[src/rtl/fifo_rd_pkg.sv]
// rtl/fifo_rd_pkg.sv - shared FSM encoding and buffer sizing for fifo_pkt_reader
//
// Contents:
//   rd_state_e          reader FSM states (IDLE, REQ, STREAM, DONE)
//   ST_* localparams    the same encodings as plain logic [1:0] constants
//   BUF_DEPTH, OCC_W    skid buffer depth and occupancy counter width
package fifo_rd_pkg;

  typedef enum logic [1:0] {
    IDLE   = 2'd0,
    REQ    = 2'd1,
    STREAM = 2'd2,
    DONE   = 2'd3
  } rd_state_e;

  localparam logic [1:0] ST_IDLE   = IDLE;
  localparam logic [1:0] ST_REQ    = REQ;
  localparam logic [1:0] ST_STREAM = STREAM;
  localparam logic [1:0] ST_DONE   = DONE;

  localparam int BUF_DEPTH = 2;
  localparam int OCC_W     = $clog2(BUF_DEPTH + 1);

endpackage

[src/rtl/fifo_pkt_reader_if.sv]
// rtl/fifo_pkt_reader_if.sv - FIFO, TX-slot and stream signals of fifo_pkt_reader
//
// master: the reader (drives fifo_rden, pkt_req, tx_*, pkt_done, busy, pkt_cnt)
// slave : its environment (FIFO controller, UDP TX framer, stream sink)
interface fifo_pkt_reader_if #(
  parameter int DATA_WIDTH = 16,
  parameter int ADDR_WIDTH = 16
);
  logic                  enable;
  logic                  fifo_rden;
  logic [DATA_WIDTH-1:0] fifo_rddata;
  logic                  fifo_empty;
  logic [ADDR_WIDTH:0]   fifo_rdusedw;
  logic                  pkt_req;
  logic                  pkt_ack;
  logic                  tx_valid;
  logic                  tx_ready;
  logic [DATA_WIDTH-1:0] tx_data;
  logic                  tx_last;
  logic                  pkt_done;
  logic                  busy;
  logic [15:0]           pkt_cnt;

  modport master (
    input  enable, fifo_rddata, fifo_empty, fifo_rdusedw, pkt_ack, tx_ready,
    output fifo_rden, pkt_req, tx_valid, tx_data, tx_last, pkt_done, busy, pkt_cnt
  );

  modport slave (
    output enable, fifo_rddata, fifo_empty, fifo_rdusedw, pkt_ack, tx_ready,
    input  fifo_rden, pkt_req, tx_valid, tx_data, tx_last, pkt_done, busy, pkt_cnt
  );
endinterface

[src/rtl/fifo_pkt_reader_skid_buf2.sv]
// rtl/fifo_pkt_reader_skid_buf2.sv - 2-entry FIFO-ordered data buffer
//
// Ports:
//   rdclk, reset  clock, asynchronous active-high reset
//   push          write push_data this edge
//   push_data     word to store
//   pop           head word consumed this edge
//   head_data     oldest stored word (held while not popped)
//   count         stored words, 0..BUF_DEPTH
// The parent guarantees no push when full without a simultaneous pop.
module skid_buf2
  import fifo_rd_pkg::*;
#(
  parameter int DATA_WIDTH = 16
) (
  input  logic                  rdclk,
  input  logic                  reset,
  input  logic                  push,
  input  logic [DATA_WIDTH-1:0] push_data,
  input  logic                  pop,
  output logic [DATA_WIDTH-1:0] head_data,
  output logic [OCC_W-1:0]      count
);

  logic [DATA_WIDTH-1:0] tail_q;

  always_ff @(posedge rdclk or posedge reset) begin
    if (reset) begin
      head_data <= '0;
      tail_q    <= '0;
      count     <= '0;
    end else begin
      case ({push, pop})
        2'b10: begin
          if (count == '0) head_data <= push_data;
          else             tail_q    <= push_data;
          count <= count + OCC_W'(1);
        end
        2'b01: begin
          head_data <= tail_q;
          count     <= count - OCC_W'(1);
        end
        2'b11: begin
          // Count is unchanged; the new word goes behind whatever remains.
          if (count == OCC_W'(1)) begin
            head_data <= push_data;
          end else begin
            head_data <= tail_q;
            tail_q    <= push_data;
          end
        end
        default: ;
      endcase
    end
  end

endmodule

[src/rtl/fifo_pkt_reader.sv]
// rtl/fifo_pkt_reader.sv - read-side packet streamer for the RGMII async FIFO
//
// Waits for a full packet in the FIFO, requests a TX slot, then streams
// PKT_LEN words over a valid/ready interface.
// Ports:
//   rdclk  read-domain clock
//   reset  asynchronous active-high reset
//   bus    fifo_pkt_reader_if.master: enable, fifo_rden/rddata/empty/rdusedw,
//          pkt_req/pkt_ack, tx_valid/ready/data/last, pkt_done, busy, pkt_cnt
module fifo_pkt_reader
  import fifo_rd_pkg::*;
#(
  parameter int DATA_WIDTH = 16,
  parameter int ADDR_WIDTH = 16,
  parameter int PKT_LEN    = 64
) (
  input logic               rdclk,
  input logic               reset,
  fifo_pkt_reader_if.master bus
);

  localparam int                CNT_W  = ADDR_WIDTH + 1;
  localparam logic [CNT_W-1:0]  LEN    = CNT_W'(PKT_LEN);
  localparam logic [CNT_W-1:0]  LEN_M1 = CNT_W'(PKT_LEN - 1);

  logic [1:0]            state_q;
  logic [CNT_W-1:0]      rd_cnt_q;
  logic [CNT_W-1:0]      beat_cnt_q;
  logic                  inflight_q;
  logic [15:0]           pkt_cnt_q;
  logic [OCC_W-1:0]      buf_cnt;
  logic [DATA_WIDTH-1:0] head_data;
  logic [OCC_W-1:0]      occ_after;
  logic                  accept;
  logic                  rden;

  assign bus.tx_valid = (buf_cnt != '0);
  assign bus.tx_data  = head_data;
  assign accept       = bus.tx_valid && bus.tx_ready;

  // Words owned by this block after this edge: buffered plus the read still
  // in flight, minus the beat leaving now. Never exceeds the buffer depth.
  assign occ_after = buf_cnt + OCC_W'(inflight_q) - OCC_W'(accept);

  assign rden = (state_q == ST_STREAM) && !bus.fifo_empty &&
                (rd_cnt_q < LEN) && (occ_after < OCC_W'(BUF_DEPTH));

  assign bus.fifo_rden = rden;
  assign bus.tx_last   = bus.tx_valid && (beat_cnt_q == LEN_M1);
  assign bus.pkt_req   = (state_q == ST_REQ);
  assign bus.pkt_done  = (state_q == ST_DONE);
  assign bus.busy      = (state_q != ST_IDLE);
  assign bus.pkt_cnt   = pkt_cnt_q;

  always_ff @(posedge rdclk or posedge reset) begin
    if (reset) begin
      state_q    <= ST_IDLE;
      rd_cnt_q   <= '0;
      beat_cnt_q <= '0;
      inflight_q <= 1'b0;
      pkt_cnt_q  <= '0;
    end else begin
      inflight_q <= rden;
      if (rden)   rd_cnt_q   <= rd_cnt_q + CNT_W'(1);
      if (accept) beat_cnt_q <= beat_cnt_q + CNT_W'(1);
      case (state_q)
        ST_IDLE: begin
          if (bus.enable && (bus.fifo_rdusedw >= LEN)) state_q <= ST_REQ;
        end
        ST_REQ: begin
          // Buffer is empty here, so the counters can restart safely.
          if (bus.pkt_ack) begin
            state_q    <= ST_STREAM;
            rd_cnt_q   <= '0;
            beat_cnt_q <= '0;
          end
        end
        ST_STREAM: begin
          if (accept && (beat_cnt_q == LEN_M1)) state_q <= ST_DONE;
        end
        ST_DONE: begin
          state_q   <= ST_IDLE;
          pkt_cnt_q <= pkt_cnt_q + 16'd1;
        end
        default: state_q <= ST_IDLE;
      endcase
    end
  end

  skid_buf2 #(
    .DATA_WIDTH(DATA_WIDTH)
  ) u_buf (
    .rdclk    (rdclk),
    .reset    (reset),
    .push     (inflight_q),
    .push_data(bus.fifo_rddata),
    .pop      (accept),
    .head_data(head_data),
    .count    (buf_cnt)
  );

endmodule

[src/flat_wrapper.sv]
// flat-port wrapper written by rule: the top's interface ports become plain ports
module fifo_pkt_reader_flat import fifo_rd_pkg::*;
#(
  parameter int DATA_WIDTH = 16,
  parameter int ADDR_WIDTH = 16,
  parameter int PKT_LEN    = 64
)
  (rdclk, reset, bus_enable, bus_fifo_rddata, bus_fifo_empty, bus_fifo_rdusedw, bus_pkt_ack, bus_tx_ready, bus_fifo_rden, bus_pkt_req, bus_tx_valid, bus_tx_data, bus_tx_last, bus_pkt_done, bus_busy, bus_pkt_cnt);
  fifo_pkt_reader_if #(.DATA_WIDTH(DATA_WIDTH), .ADDR_WIDTH(ADDR_WIDTH)) bus_i ();
  input logic rdclk;
  input logic reset;
  input wire logic [$bits(bus_i.enable)-1:0] bus_enable;
  input wire logic [$bits(bus_i.fifo_rddata)-1:0] bus_fifo_rddata;
  input wire logic [$bits(bus_i.fifo_empty)-1:0] bus_fifo_empty;
  input wire logic [$bits(bus_i.fifo_rdusedw)-1:0] bus_fifo_rdusedw;
  input wire logic [$bits(bus_i.pkt_ack)-1:0] bus_pkt_ack;
  input wire logic [$bits(bus_i.tx_ready)-1:0] bus_tx_ready;
  output wire logic [$bits(bus_i.fifo_rden)-1:0] bus_fifo_rden;
  output wire logic [$bits(bus_i.pkt_req)-1:0] bus_pkt_req;
  output wire logic [$bits(bus_i.tx_valid)-1:0] bus_tx_valid;
  output wire logic [$bits(bus_i.tx_data)-1:0] bus_tx_data;
  output wire logic [$bits(bus_i.tx_last)-1:0] bus_tx_last;
  output wire logic [$bits(bus_i.pkt_done)-1:0] bus_pkt_done;
  output wire logic [$bits(bus_i.busy)-1:0] bus_busy;
  output wire logic [$bits(bus_i.pkt_cnt)-1:0] bus_pkt_cnt;
  assign bus_i.enable = bus_enable;
  assign bus_i.fifo_rddata = bus_fifo_rddata;
  assign bus_i.fifo_empty = bus_fifo_empty;
  assign bus_i.fifo_rdusedw = bus_fifo_rdusedw;
  assign bus_i.pkt_ack = bus_pkt_ack;
  assign bus_i.tx_ready = bus_tx_ready;
  assign bus_fifo_rden = bus_i.fifo_rden;
  assign bus_pkt_req = bus_i.pkt_req;
  assign bus_tx_valid = bus_i.tx_valid;
  assign bus_tx_data = bus_i.tx_data;
  assign bus_tx_last = bus_i.tx_last;
  assign bus_pkt_done = bus_i.pkt_done;
  assign bus_busy = bus_i.busy;
  assign bus_pkt_cnt = bus_i.pkt_cnt;
  fifo_pkt_reader #(.DATA_WIDTH(DATA_WIDTH), .ADDR_WIDTH(ADDR_WIDTH), .PKT_LEN(PKT_LEN)) u_core (.rdclk(rdclk), .reset(reset), .bus(bus_i));
endmodule
[config.mk]
export PLATFORM = sky130hd
export DESIGN_NAME = fifo_pkt_reader_flat
export DESIGN_NICKNAME = d
export VERILOG_FILES = /design/src/rtl/fifo_rd_pkg.sv /design/src/rtl/fifo_pkt_reader_if.sv /design/src/rtl/fifo_pkt_reader_skid_buf2.sv /design/src/rtl/fifo_pkt_reader.sv /design/src/flat_wrapper.sv
export SDC_FILE = /design/constraint.sdc
export NUM_CORES = 1
export LEC_CHECK = 0
export ABC_AREA = 1
export ABC_CLOCK_PERIOD_IN_PS = 4600
export BUFFER_PORTS_ARGS = -buffer_cell sky130_fd_sc_hd__buf_2
export CAP_MARGIN = 20
export CORE_ASPECT_RATIO = 1.75
export CORE_UTILIZATION = 61
export DETAILED_ROUTE_END_ITERATION = 8
export PLACE_DENSITY = 0.86
export SLEW_MARGIN = 20
export SYNTH_ARGS = -nofsm -noshare
export SYNTH_HDL_FRONTEND = slang
export SYNTH_SLANG_ARGS = --single-unit
[constraint.sdc]
create_clock -name rdclk -period 4.6 [get_ports rdclk]
set_input_delay 0.46 -clock rdclk [delete_from_list [all_inputs] [get_ports rdclk]]
set_output_delay 0.46 -clock rdclk [all_outputs]
set_load 0.005 [all_outputs]
==> metrics.md, run 1 <==
| Metric | Value |
|---|---|
| Gate power share | `0.332` |
| Clock Latency Late Sink | `approximately 0.34 ns` |
| Clock sink total | `87` |
| # IOs | `between 70 and 80` |
| Die H | `116 um` |
| CP cell instances | `inv_1 > ha_1 > nor2_4 > ha_1 > xnor2_1 > nand2_2 > nand2_4 > nor2_4 > buf_2` |
| Vias per cell | `5.36` |
| Part of the cycle the worst path needs | `0.697` |
| Total Power | `2.68 mW` |
| Post-synth EDFFs | `0` |
| Top-area cell type share of the netlist area | `0.482` |
| YS warnings | `0` |
| Setup TNS Final | `0 ns` |
| Nets | `between 600 and 700` |
| CTS buffer count | `9` |
| Fmax | `approximately 310 MHz` |
| Net Sw Power | `971 uW` |
| All-Layer GR Usage | `0.262` |
| DRC Markers | `0` |
| Setup CP Type | `flip-flop to primary output` |
| Post-CTS Setup Bufs | `0` |
| Synth-to-Final Area Change | `15.0%` |
| Crit path required time | `around 4.1 ns` |
| # setup viols final | `0` |
| VDD IR max | `between 0.3 and 0.4 mV` |
| First drt pass iteration count | `4` |
| CTS tree | `done` |
| Worst path max stage delay | `0.68 ns` |
| Setup WS post-layout | `between 1 and 1.5 ns` |
| P_int | `around 1.7 mW` |
| PwrDens | `roughly 520 mW/mm2` |
| Seq pwr share | `0.411` |
| Ys flop type | `dfrtp_1` |
| Vias in the first global route | `between 3000 and 4000` |
| Slowest CP cell | `ha_1` |
| Routability congestion estimate | `0.835` |
| Crit. End Element | `primary output` |
| Post-DR wirelength/cell | `approximately 13 um` |
| Worst Tran Pin Value | `about 0.84 ns` |
| Largest net degree at the start of global routing | `51` |
| Post-CTS Resized | `0` |
| Final max-slew violation count | `0` |
| Row cnt | `between 40 and 50` |
| Synthesized area | `roughly 0.0045 mm2` |
| Vias | `approximately 3800` |
| Post-Syn Instances | `roughly 540` |
| First-pass GRT wire length | `approximately 15 mm` |
| Starting Density | `0.629` |
| # port buffers | `70` |
| Post-Syn Nets | `about 590` |
| Finished Layout Cells | `between 700 and 800` |
| Final Hold Fails | `0` |
| Area of the core | `between 0.007 and 0.008 mm2` |
| P_leak | `2.75 nW` |
| Clock share of power | `0.257` |
| Antenna-violating nets left | `0` |
| DIE AREA | `around 0.0078 mm2` |
| Mapped Avg Cell Area | `around 8.3 um2` |
| Status | `finished clean` |
| Yosys reg bits | `87` |
| Setup Skew | `roughly 0.0085 ns` |
| Startpoint types | `flip-flop` |
| HPWL Detailed | `~6.4 mm` |
| Max cap viols | `0` |
| Slew Limit Headroom | `0.442` |
| Final WL | `9.26 mm` |
| First DRT Iteration DRCs | `406` |
| Root buf cell | `clkbuf_16` |
| Min-delay worst type | `input pin to async pin` |
| Netlist cell types | `34` |
| Clock Pin Slew Worst Setup and Hold Paths | `0.06 ns` |
| N_diodes | `0` |
| Total gr overflow | `0` |
| Worst path arrival time | `roughly 2.8 ns` |
| RSZ-0062 raised after global routing | `no` |
| Min Hold Slack | `0.261 ns` |
| Min cycle time layout | `3.21 ns` |
| Maximum clock path buffer count | `2` |
| Leading area contributor after synthesis | `dfrtp_1` |
| Share of cells above drive strength 1 | `0.195` |
| Ys async rst share | `1.00` |
| Die width | `67.1 um` |
| Hold buffer count at CTS | `0` |
| Post-synthesis sequential area ratio | `0.482` |
| Switching share of power | `0.362` |
| Dpl ws | `1.77 ns` |
| Max FO, Critical Path | `20` |
| Ranking of synthesized cells by area | `dfrtp_1 48%, nand2_1 7.3%, inv_1 7.1%` |
| Initial antenna violation count | `0` |
| Max H-tree Level | `3` |
| Placed cell count | `slightly below 700` |
==> logic make-up after synthesis <==
group	Yosys count	synth area share
AND/OR/NAND/NOR	247	0.258
flip-flops	87	0.482
XOR/XNOR	23	0.0446
adder cells (fa/ha/maj)	12	0.0332
AO/OA/AOI/OAI	70	0.0883
buffers and inverters	103	0.0944
==> critical path: cells and delay by family, from the launching register on <==
kind / cells / cell delay (ns)
fa+ha+maj: 2 / 0.94
simple gates: 4 / 0.65
flops: 1 / 0.40
buf+inv: 2 / 0.24
xor+xnor: 1 / 0.18
==> through the flow <==
step / util / cell area, um2
detailed placement: 0.682 / 4900
global route: 0.724 / 5200
CTS: 0.721 / 5180
floorplan: - / 4520
finish: 0.724 / 5200
global placement: 0.682 / 4900
==> layout by cell type (no fill, tap or decap), drive strengths merged <==
| master | n |
|---|---|
| o21ai | 39 |
| and2 | 1 |
| o21bai | 1 |
| o22ai | 1 |
| clkinvlp | 3 |
| a31oi | 16 |
| a21oi | 10 |
| nor2 | 88 |
| nor4 | 1 |
| xnor2 | 8 |
| buf | 72 |
| inv | 88 |
| clkbuf | 11 |
| xor2 | 15 |
| ha | 12 |
| nor3 | 12 |
| clkinv | 3 |
| nand3 | 40 |
| a211oi | 3 |
| dfrtp | 87 |
| nand4 | 11 |
| nand2 | 94 |
==> final timing paths <==
check	from	end	slack [ns]	cells after the start
min in group rdclk	bus_fifo_rddata[1]	u_core.u_buf.tail_q[1]$_DFFE_PP0P_	0.37	3
max in group asynchronous	reset	u_core.rd_cnt_q[3]$_DFF_PP0_	3.37	3
max reg2reg	u_core.u_buf.count[1]$_DFFE_PP0N_	u_core.u_buf.head_data[12]$_DFFE_PP0P_	1.84	7
max	u_core.u_buf.count[1]$_DFFE_PP0N_	bus_fifo_rden	1.39	9
min	reset	u_core.u_buf.head_data[7]$_DFFE_PP0P_	0.26	2
min reg2reg	u_core.bus.pkt_cnt[15]$_DFFE_PP0P_	u_core.bus.pkt_cnt[15]$_DFFE_PP0P_	0.48	1
==> Yosys cell counts (8+ instances only) <==
cell / count
dfrtp_1: 87
nand2_1: 88
inv_1: 85
xor2_1: 15
a21oi_1: 10
ha_1: 12
nor2_1: 76
nand3_1: 37
xnor2_1: 8
nand4_1: 9
a31oi_1: 16
o21ai_0: 38
nor3_1: 10
==> power by group through the flow <==
stage	Clock, mW	Combinational [mW]	Sequential, mW
floorplan	0	0.647	1.10
global placement	0	0.841	1.10
detailed placement	0	0.880	1.11
CTS	0.698	0.892	1.10
global route	0.736	1.01	1.13
finish	0.690	0.890	1.10
==> final cells by class <==
cell class,count,area (um2)
clock buffer,11,253
fill,535,1990
timing repair buffer,72,373
multi-input combinational,352,1920
inverter,89,338
clock inverter,5,32.5
tap,86,108
sequential,87,2180
==> registers in the layout, indices dropped and copies added (netlist names) <==
| register | cells |
|---|---|
| u_core.beat_cnt_q | 17 |
| u_core.bus.pkt_cnt | 16 |
| u_core.inflight_q | 1 |
| u_core.rd_cnt_q | 17 |
| u_core.state_q | 2 |
| u_core.u_buf.count | 2 |
| u_core.u_buf.head_data | 16 |
| u_core.u_buf.tail_q | 16 |
==> routing by layer <==
metal	vias up	part of all wire	global-route usage
met1	1774	0.40	0.288
met2	105	0.53	0.461
met3	24	0.041	0.0531
li1	1860	-	-
met4	0	0.028	0.139
met5	-	0	0
Note: power is estimated with default switching activity, not from simulation.
==> run 2, diff against run 1 <==
--- a/config.mk
+++ b/config.mk
@@ -6,13 +6,13 @@
 export NUM_CORES = 1
 export LEC_CHECK = 0
 export ABC_AREA = 1
-export ABC_CLOCK_PERIOD_IN_PS = 4600
+export ABC_CLOCK_PERIOD_IN_PS = 2600
 export BUFFER_PORTS_ARGS = -buffer_cell sky130_fd_sc_hd__buf_2
 export CAP_MARGIN = 20
 export CORE_ASPECT_RATIO = 1.75
-export CORE_UTILIZATION = 61
+export CORE_UTILIZATION = 51
 export DETAILED_ROUTE_END_ITERATION = 8
-export PLACE_DENSITY = 0.86
+export PLACE_DENSITY = 0.76
 export SLEW_MARGIN = 20
 export SYNTH_ARGS = -nofsm -noshare
 export SYNTH_HDL_FRONTEND = slang
==> constraint.sdc (replaced) <==
create_clock -name rdclk -period 2.6 [get_ports rdclk]
set_input_delay 0.26 -clock rdclk [delete_from_list [all_inputs] [get_ports rdclk]]
set_output_delay 0.26 -clock rdclk [all_outputs]
set_load 0.005 [all_outputs]
==> run 2 against run 1 <==
Compared with the run above: the flow now finishes with violations (hold timing); clock skew fell by 0.0024 ns; via count fell by 1.0%; core utilization fell by 11 points; first-iteration DRC count fell by 52%; sequential share of layout area fell by 0.81 points; clock power rose by 93%; count of clock-buffer cells in the layout rose by 1; hold slack got worse by 0.27 ns; sequential cell count did not move; global-route usage fell by 4.6 points; critical path type unchanged; largest power group unchanged.
==> metrics.md, run 2 (same netlist as run 1, synthesis figures left out) <==
| Metric | Value |
|---|---|
| Final WL | `9.33 mm (+0.77%)` |
| Vias per cell | `5.05 (-5.7%)` |
| Largest net degree at the start of global routing | `88 (+73%)` |
| N_diodes | `0 (unchanged)` |
| Max FO, Critical Path | `7 (-65%)` |
| Final Hold Fails | `3 (+3)` |
| Setup CP Type | `flip-flop to primary output` |
| Setup Skew | `0.00609 ns (-0.00241 ns)` |
| Met2 Wirelength | `5.00 mm (+2.8%)` |
| Maximum clock path buffer count | `2 (unchanged)` |
| Min cycle time layout | `around 2.5 ns` |
| # setup viols final | `0 (unchanged)` |
| Slew Limit Headroom | `0.509 (+0.0672)` |
| Synth-to-Final Area Change | `17.2%` |
| Startpoint types | `flip-flop` |
| Max cap viols | `0 (unchanged)` |
| Area of the core | `0.00861 mm2 (+20%)` |
| Vias | `3724 (-1.0%)` |
| DRC Markers | `0 (unchanged)` |
| CTS buffer count | `9 (unchanged)` |
| Worst path arrival time | `2.19 ns (-0.56 ns)` |
| Initial antenna violation count | `0 (unchanged)` |
| P_leak | `2.79 nW (+1.4%)` |
| Seq pwr share | `0.400 (-0.011)` |
| Nets | `666 (+0.60%)` |
| Failing checks | `hold timing` |
| Finished Layout Cells | `737 (+5.0%)` |
| PwrDens | `924 mW/mm2 (+79%)` |
| Reg-to-Reg Start | `u_core.u_buf.count[0]$_DFFE_PP0N_` |
| Final max-slew violation count | `0 (unchanged)` |
| # IOs | `77 (unchanged)` |
| Clock sink total | `87 (unchanged)` |
| HPWL Detailed | `6.63 mm (+3.4%)` |
| All-Layer GR Usage | `0.217 (-0.0458)` |
| First-pass GRT wire length | `15.5 mm (+0.36%)` |
| Row cnt | `45 (+9.8%)` |
| Final Cell Area | `0.00530 mm2 (+2.0%)` |
| Status | `complete, but fails checks` |
| Routability congestion estimate | `0.835 (+0.11%)` |
| Gate power share | `0.329 (-0.003)` |
| Placed cell count | `721 (+5.3%)` |
| DIE AREA | `0.00926 mm2 (+19%)` |
| Clock Pin Slew Worst Setup and Hold Paths | `0.06 ns (about the same)` |
| Setup TNS Final | `0 ns (unchanged)` |
| Net Sw Power | `1.74 mW (+79%)` |
| Area of the multi-input gates | `0.00192 mm2 (+0.26%)` |
| Post-DP Area | `0.00498 mm2 (+1.8%)` |
| Crit. End Element | `primary output` |
| Commonest cells after routing, fill and taps aside | `88 x nand2_1, 87 x dfrtp_1, 84 x inv_1` |
| Total gr overflow | `0 (unchanged)` |
| Worst r2r dst | `u_core.u_buf.head_data[9]$_DFFE_PP0P_` |
| Antenna-violating nets left | `0 (unchanged)` |
| Flop2flop setup slack | `0.41 ns (-1.43 ns)` |
| First DRT Iteration DRCs | `193 (-52%)` |
| # port buffers | `70 (unchanged)` |
| Metal-1 WL | `3.79 mm (+0.93%)` |
| FF-to-FF path depth | `8 (+1)` |
| Clock share of power | `0.271 (+0.014)` |
| RSZ-0062 raised after global routing | `no` |
| Largest registers | `u_core.beat_cnt_q (17), u_core.rd_cnt_q (17)` |
| Dpl ws | `0.344 ns (-1.42 ns)` |
| Share of cells above drive strength 1 | `0.202 (+0.00681)` |
| Die H | `127 um (+9.2%)` |
| First drt pass iteration count | `4 (unchanged)` |
| Root buf cell | `clkbuf_16` |
| Switching share of power | `0.356 (-0.00628)` |
| P_int | `3.15 mW (+84%)` |
| Most common cell after layout, fill and taps aside | `nand2_1` |
| Met3 Routed Length | `288 um (-25%)` |
| Min-delay worst type | `input pin to async pin` |
| Part of the cycle the worst path needs | `0.944` |
| Post-DR wirelength/cell | `12.7 um (-4.0%)` |
| Top sig layer | `met4` |
| Die width | `73.2 um (+9.1%)` |
| Clock Latency Late Sink | `0.34 ns (about the same)` |
| CTS tree | `done` |
| Fmax | `roughly 400 MHz` |
| Register area | `0.00218 mm2 (unchanged)` |
| Max H-tree Level | `3 (unchanged)` |
| Setup WS post-layout | `0.146 ns (-1.25 ns)` |
| Crit path required time | `2.34 ns (-1.80 ns)` |
| Hold buffer count at CTS | `0 (unchanged)` |
| VDD IR max | `0.591 mV (+75%)` |
| Number of fill cells in the layout | `745 (+39%)` |
| Worst Tran Pin Value | `0.734 ns (-0.103 ns)` |
| Vias in the first global route | `3543 (-5.1%)` |
| Starting Density | `0.525 (-0.105)` |
| Min Hold Slack | `-0.0128 ns (-0.273 ns)` |
-- run 2: area by class of cell --
class                   instances  share of cell area
clock buffers                  12              0.0484
clock inverters                 4             0.00992
flip-flops and latches         87               0.411
multi-input cells             352               0.362
well taps                     117              0.0276
repair buffers                 76              0.0770
inverters                      89              0.0638
-- run 2: worst max path at each step --
| stage | from | to |
|---|---|---|
| floorplan | reset | u_core.beat_cnt_q[0]$_DFF_PP0_ |
| global placement | u_core.u_buf.count[1]$_DFFE_PP0N_ | u_core.u_buf.head_data[14]$_DFFE_PP0P_ |
| detailed placement | u_core.u_buf.count[1]$_DFFE_PP0N_ | u_core.u_buf.head_data[9]$_DFFE_PP0P_ |
| CTS | u_core.u_buf.count[1]$_DFFE_PP0N_ | bus_fifo_rden |
| global route | u_core.u_buf.count[0]$_DFFE_PP0N_ | bus_fifo_rden |
| finish | u_core.u_buf.count[0]$_DFFE_PP0N_ | bus_fifo_rden |
-- run 2: per-stage QoR --
stage               hold slack [ns]  power (mW)   util
floorplan                     0.403        3.09      -
global placement              0.387        3.49  0.579
detailed placement            0.398        3.58  0.579
CTS                          0.0281        4.93  0.615
global route                 0.0558        5.23  0.615
finish                      -0.0128        4.89  0.615
-- run 2: critical path, stage by stage (launching register included) --
cell     delay (ns)
dfrtp_1        0.41
inv_1          0.11
ha_2           0.25
nor2_4         0.06
ha_1           0.35
nor2_2         0.16
inv_1          0.06
nand2_2        0.08
nand2_4        0.07
nor2_4         0.16
buf_2          0.15
-- run 2: what timing repair did --
| item | in CTS | in global routing |
|---|---|---|
| buffers inserted | 0 | 0 |
| endpoints found under the setup margin | 0 | 1 |
| gates resized for setup | 0 | 2 |
-- run 2: routing by layer --
layer  vias to the layer above  track usage
met3                        18       0.0421
met5                         -            0
li1                       1855            -
met4                         0        0.110
met2                        73        0.383
met1                      1778        0.240
-- run 2: power groups by stage --
stage / registers [mW] / clock network (mW) / logic, mW
after floorplan: 1.95 / 0 / 1.15
after global placement: 1.95 / 0 / 1.54
after detailed placement: 1.97 / 0 / 1.61
after CTS: 1.95 / 1.35 / 1.62
after global routing: 2.00 / 1.41 / 1.83
final: 1.96 / 1.33 / 1.61
==> run 3, diff against run 2 <==
--- a/config.mk
+++ b/config.mk
@@ -9,10 +9,10 @@
 export ABC_CLOCK_PERIOD_IN_PS = 2600
 export BUFFER_PORTS_ARGS = -buffer_cell sky130_fd_sc_hd__buf_2
 export CAP_MARGIN = 20
-export CORE_ASPECT_RATIO = 1.75
+export CORE_ASPECT_RATIO = 1.4
 export CORE_UTILIZATION = 51
 export DETAILED_ROUTE_END_ITERATION = 8
-export PLACE_DENSITY = 0.76
+export PLACE_DENSITY_LB_ADDON = 0.08
 export SLEW_MARGIN = 20
 export SYNTH_ARGS = -nofsm -noshare
 export SYNTH_HDL_FRONTEND = slang
==> run 3 against run 2 <==
Compared with the run above: worst setup slack got worse by 0.041 ns; register-to-register slack lost 0.06 ns; clock power about the same; largest power group unchanged; maximum frequency shrank 1.7%; critical endpoint unchanged; critical path depth is the same; final cell count decreased by 1.5%; the run still ends with hold timing left; die area decreased by 0.10%.
==> metrics.md, run 3 (same netlist as run 1, synthesis figures left out) <==
| Metric | Value |
|---|---|
| Setup Skew | `0.00531 ns (-0.000774 ns)` |
| Worst path arrival time | `2.24 ns (+0.05 ns)` |
| Register area | `0.00218 mm2 (unchanged)` |
| Final WL | `9.18 mm (-1.6%)` |
| Post-CTS Resized | `0 (unchanged)` |
| Row cnt | `40 (-11%)` |
| Status | `complete, but fails checks` |
| First drt pass iteration count | `5 (+1)` |
| Commonest cells after routing, fill and taps aside | `88 x nand2_1, 87 x dfrtp_1, 84 x inv_1` |
| # setup viols final | `0 (unchanged)` |
| DRC Markers | `0 (unchanged)` |
| HPWL Detailed | `6.44 mm (-2.9%)` |
| FF-to-FF path depth | `8 (unchanged)` |
| Reg-to-Reg Start | `u_core.u_buf.count[1]$_DFFE_PP0N_` |
| Initial antenna violation count | `0 (unchanged)` |
| Hold buffer count at CTS | `0 (unchanged)` |
| Die width | `81.6 um (+11%)` |
| Area of the multi-input gates | `0.00192 mm2 (unchanged)` |
| Placed cell count | `710 (-1.5%)` |
| Finished Layout Cells | `726 (-1.5%)` |
| Die H | `113 um (-10%)` |
| Routability congestion estimate | `0.849 (+1.6%)` |
| Most common cell after layout, fill and taps aside | `nand2_1` |
| PwrDens | `925 mW/mm2 (about the same)` |
| Nets | `667 (+0.15%)` |
| Min Hold Slack | `-0.0137 ns (-0.000814 ns)` |
| All-Layer GR Usage | `0.222 (+0.00520)` |
| Clock Pin Slew Worst Setup and Hold Paths | `0.06 ns (about the same)` |
| Max H-tree Level | `3 (unchanged)` |
| Number of fill cells in the layout | `780 (+4.7%)` |
| Final max-slew violation count | `0 (unchanged)` |
| Startpoint types | `flip-flop` |
| Part of the cycle the worst path needs | `0.960 (+0.0159)` |
| Total gr overflow | `0 (unchanged)` |
| Worst path max stage delay | `0.43 ns (+0.02 ns)` |
| RSZ-0062 raised after global routing | `no` |
| Flop2flop setup slack | `0.35 ns (-0.06 ns)` |
| Largest registers | `u_core.beat_cnt_q (17), u_core.rd_cnt_q (17)` |
| Largest net degree at the start of global routing | `53 (-40%)` |
| Vias | `3661 (-1.7%)` |
| Fmax | `401 MHz (-1.7%)` |
| Slew Limit Headroom | `0.534 (+0.0255)` |
| Setup CP Type | `flip-flop to primary output` |
| Min cycle time layout | `2.50 ns (+0.0412 ns)` |
| Antenna-violating nets left | `0 (unchanged)` |
| Post-CTS Setup Bufs | `0 (unchanged)` |
| CTS tree | `done` |
| Setup TNS Final | `0 ns (unchanged)` |
| Clock Latency Late Sink | `0.34 ns (about the same)` |
| Min-delay worst type | `input pin to async pin` |
| VDD IR max | `0.539 mV (-8.7%)` |
| Max cap viols | `0 (unchanged)` |
| Synth-to-Final Area Change | `17.0%` |
| Worst r2r dst | `u_core.u_buf.head_data[8]$_DFFE_PP0P_` |
| Root buf cell | `clkbuf_16` |
| DIE AREA | `0.00925 mm2 (-0.10%)` |
| # port buffers | `70 (unchanged)` |
| CTS buffer count | `9 (unchanged)` |
| Max FO, Critical Path | `7 (unchanged)` |
| Worst Tran Pin Value | `0.698 ns (-0.0363 ns)` |
| Crit path required time | `2.34 ns (about the same)` |
| # IOs | `77 (unchanged)` |
| First-pass GRT wire length | `15.8 mm (+1.8%)` |
| Crit. End Element | `primary output` |
| Post-DR wirelength/cell | `12.6 um (-0.13%)` |
| P_leak | `2.80 nW (about the same)` |
| Vias in the first global route | `3543 (unchanged)` |
| Clock sink total | `87 (unchanged)` |
| Area of the core | `0.00861 mm2 (about the same)` |
| First DRT Iteration DRCs | `228 (+18%)` |
| Slowest CP cell | `dfrtp_1` |
| CP cell instances | `inv_1 > ha_2 > nor2_4 > ha_1 > nor2_2 > inv_1 > nand2_2 > nand2_4 > nor2_4 > buf_2` |
| Final Hold Fails | `24 (+21)` |
| Starting Density | `0.525 (about the same)` |
| Vias per cell | `5.04 (-0.20%)` |
| Maximum clock path buffer count | `2 (unchanged)` |
| N_diodes | `0 (unchanged)` |
| Failing checks | `hold timing` |
| Share of cells above drive strength 1 | `0.200 (-0.00193)` |
==> run 3: cell count changes in the layout (fill, tap and decap cells not counted), sizes merged <==
| cell | previous run | this run |
|---|---|---|
| buf | 76 | 77 |
| bufinv | 1 | 2 |
| inv | 89 | 88 |
==> run 3: layer usage <==
metal / global-route usage / vias to the layer above / wire length (um)
met2: 0.376 / 81 / 4690
met1: 0.268 / 1700 / 3920
met3: 0.0280 / 15 / 324
li1: - / 1865 / -
met4: 0.120 / 0 / 246
met5: 0 / - / 0
==> run 3: cell type report <==
cell class / count / area share
timing repair buffer: 77 / 0.0785
sequential: 87 / 0.412
multi-input combinational: 352 / 0.363
clock inverter: 4 / 0.0132
clock buffer: 12 / 0.0447
inverter: 89 / 0.0639
tap: 105 / 0.0248
==> run 3: how the worst max path moves through the flow <==
stage | end | cells after the start | slack [ns] | start
final | bus_fifo_rden | 10 | 0.10 | u_core.u_buf.count[1]$_DFFE_PP0N_
after global routing | bus_fifo_rden | 10 | 0.005 | u_core.u_buf.count[1]$_DFFE_PP0N_
after CTS | bus_fifo_rden | 10 | 0.03 | u_core.u_buf.count[1]$_DFFE_PP0N_
after detailed placement | u_core.u_buf.head_data[12]$_DFFE_PP0P_ | 8 | 0.31 | u_core.u_buf.count[1]$_DFFE_PP0N_
after global placement | u_core.u_buf.head_data[5]$_DFFE_PP0P_ | 8 | 0.41 | u_core.u_buf.count[1]$_DFFE_PP0N_
after floorplan | u_core.beat_cnt_q[0]$_DFF_PP0_ | 1 | 0.09 | reset
==> run 3: where the power goes <==
| group | internal (mW) | leakage, nW | switching [mW] | total, mW |
|---|---|---|---|---|
| combinational | 0.646 | 1.51 | 0.952 | 1.60 |
| sequential | 1.71 | 1.13 | 0.233 | 1.94 |
| clock | 0.839 | 0.151 | 0.508 | 1.35 |
| total | 3.20 | 2.80 | 1.69 | 4.89 |
==> run 3: critical path: cells and delay by family (launching register included) <==
kind                     cells  cell delay (ns)
adder cells (fa/ha/maj)      2             0.60
AND/OR/NAND/NOR              5             0.54
flip-flops                   1             0.43
buffers and inverters        3             0.32
==> run 3: metrics by stage <==
step                hold WS [ns]  utilization  setup WS [ns]  total power [mW]  instance area (um2)
global placement           0.363        0.578          0.415              3.50                 4980
detailed placement         0.372        0.578          0.312              3.57                 4980
finish                   -0.0137        0.614          0.105              4.89                 5290
CTS                      0.00317        0.614         0.0306              4.94                 5280
floorplan                  0.403            -         0.0898              3.09                 4520
global route              0.0338        0.614        0.00473              5.27                 5290
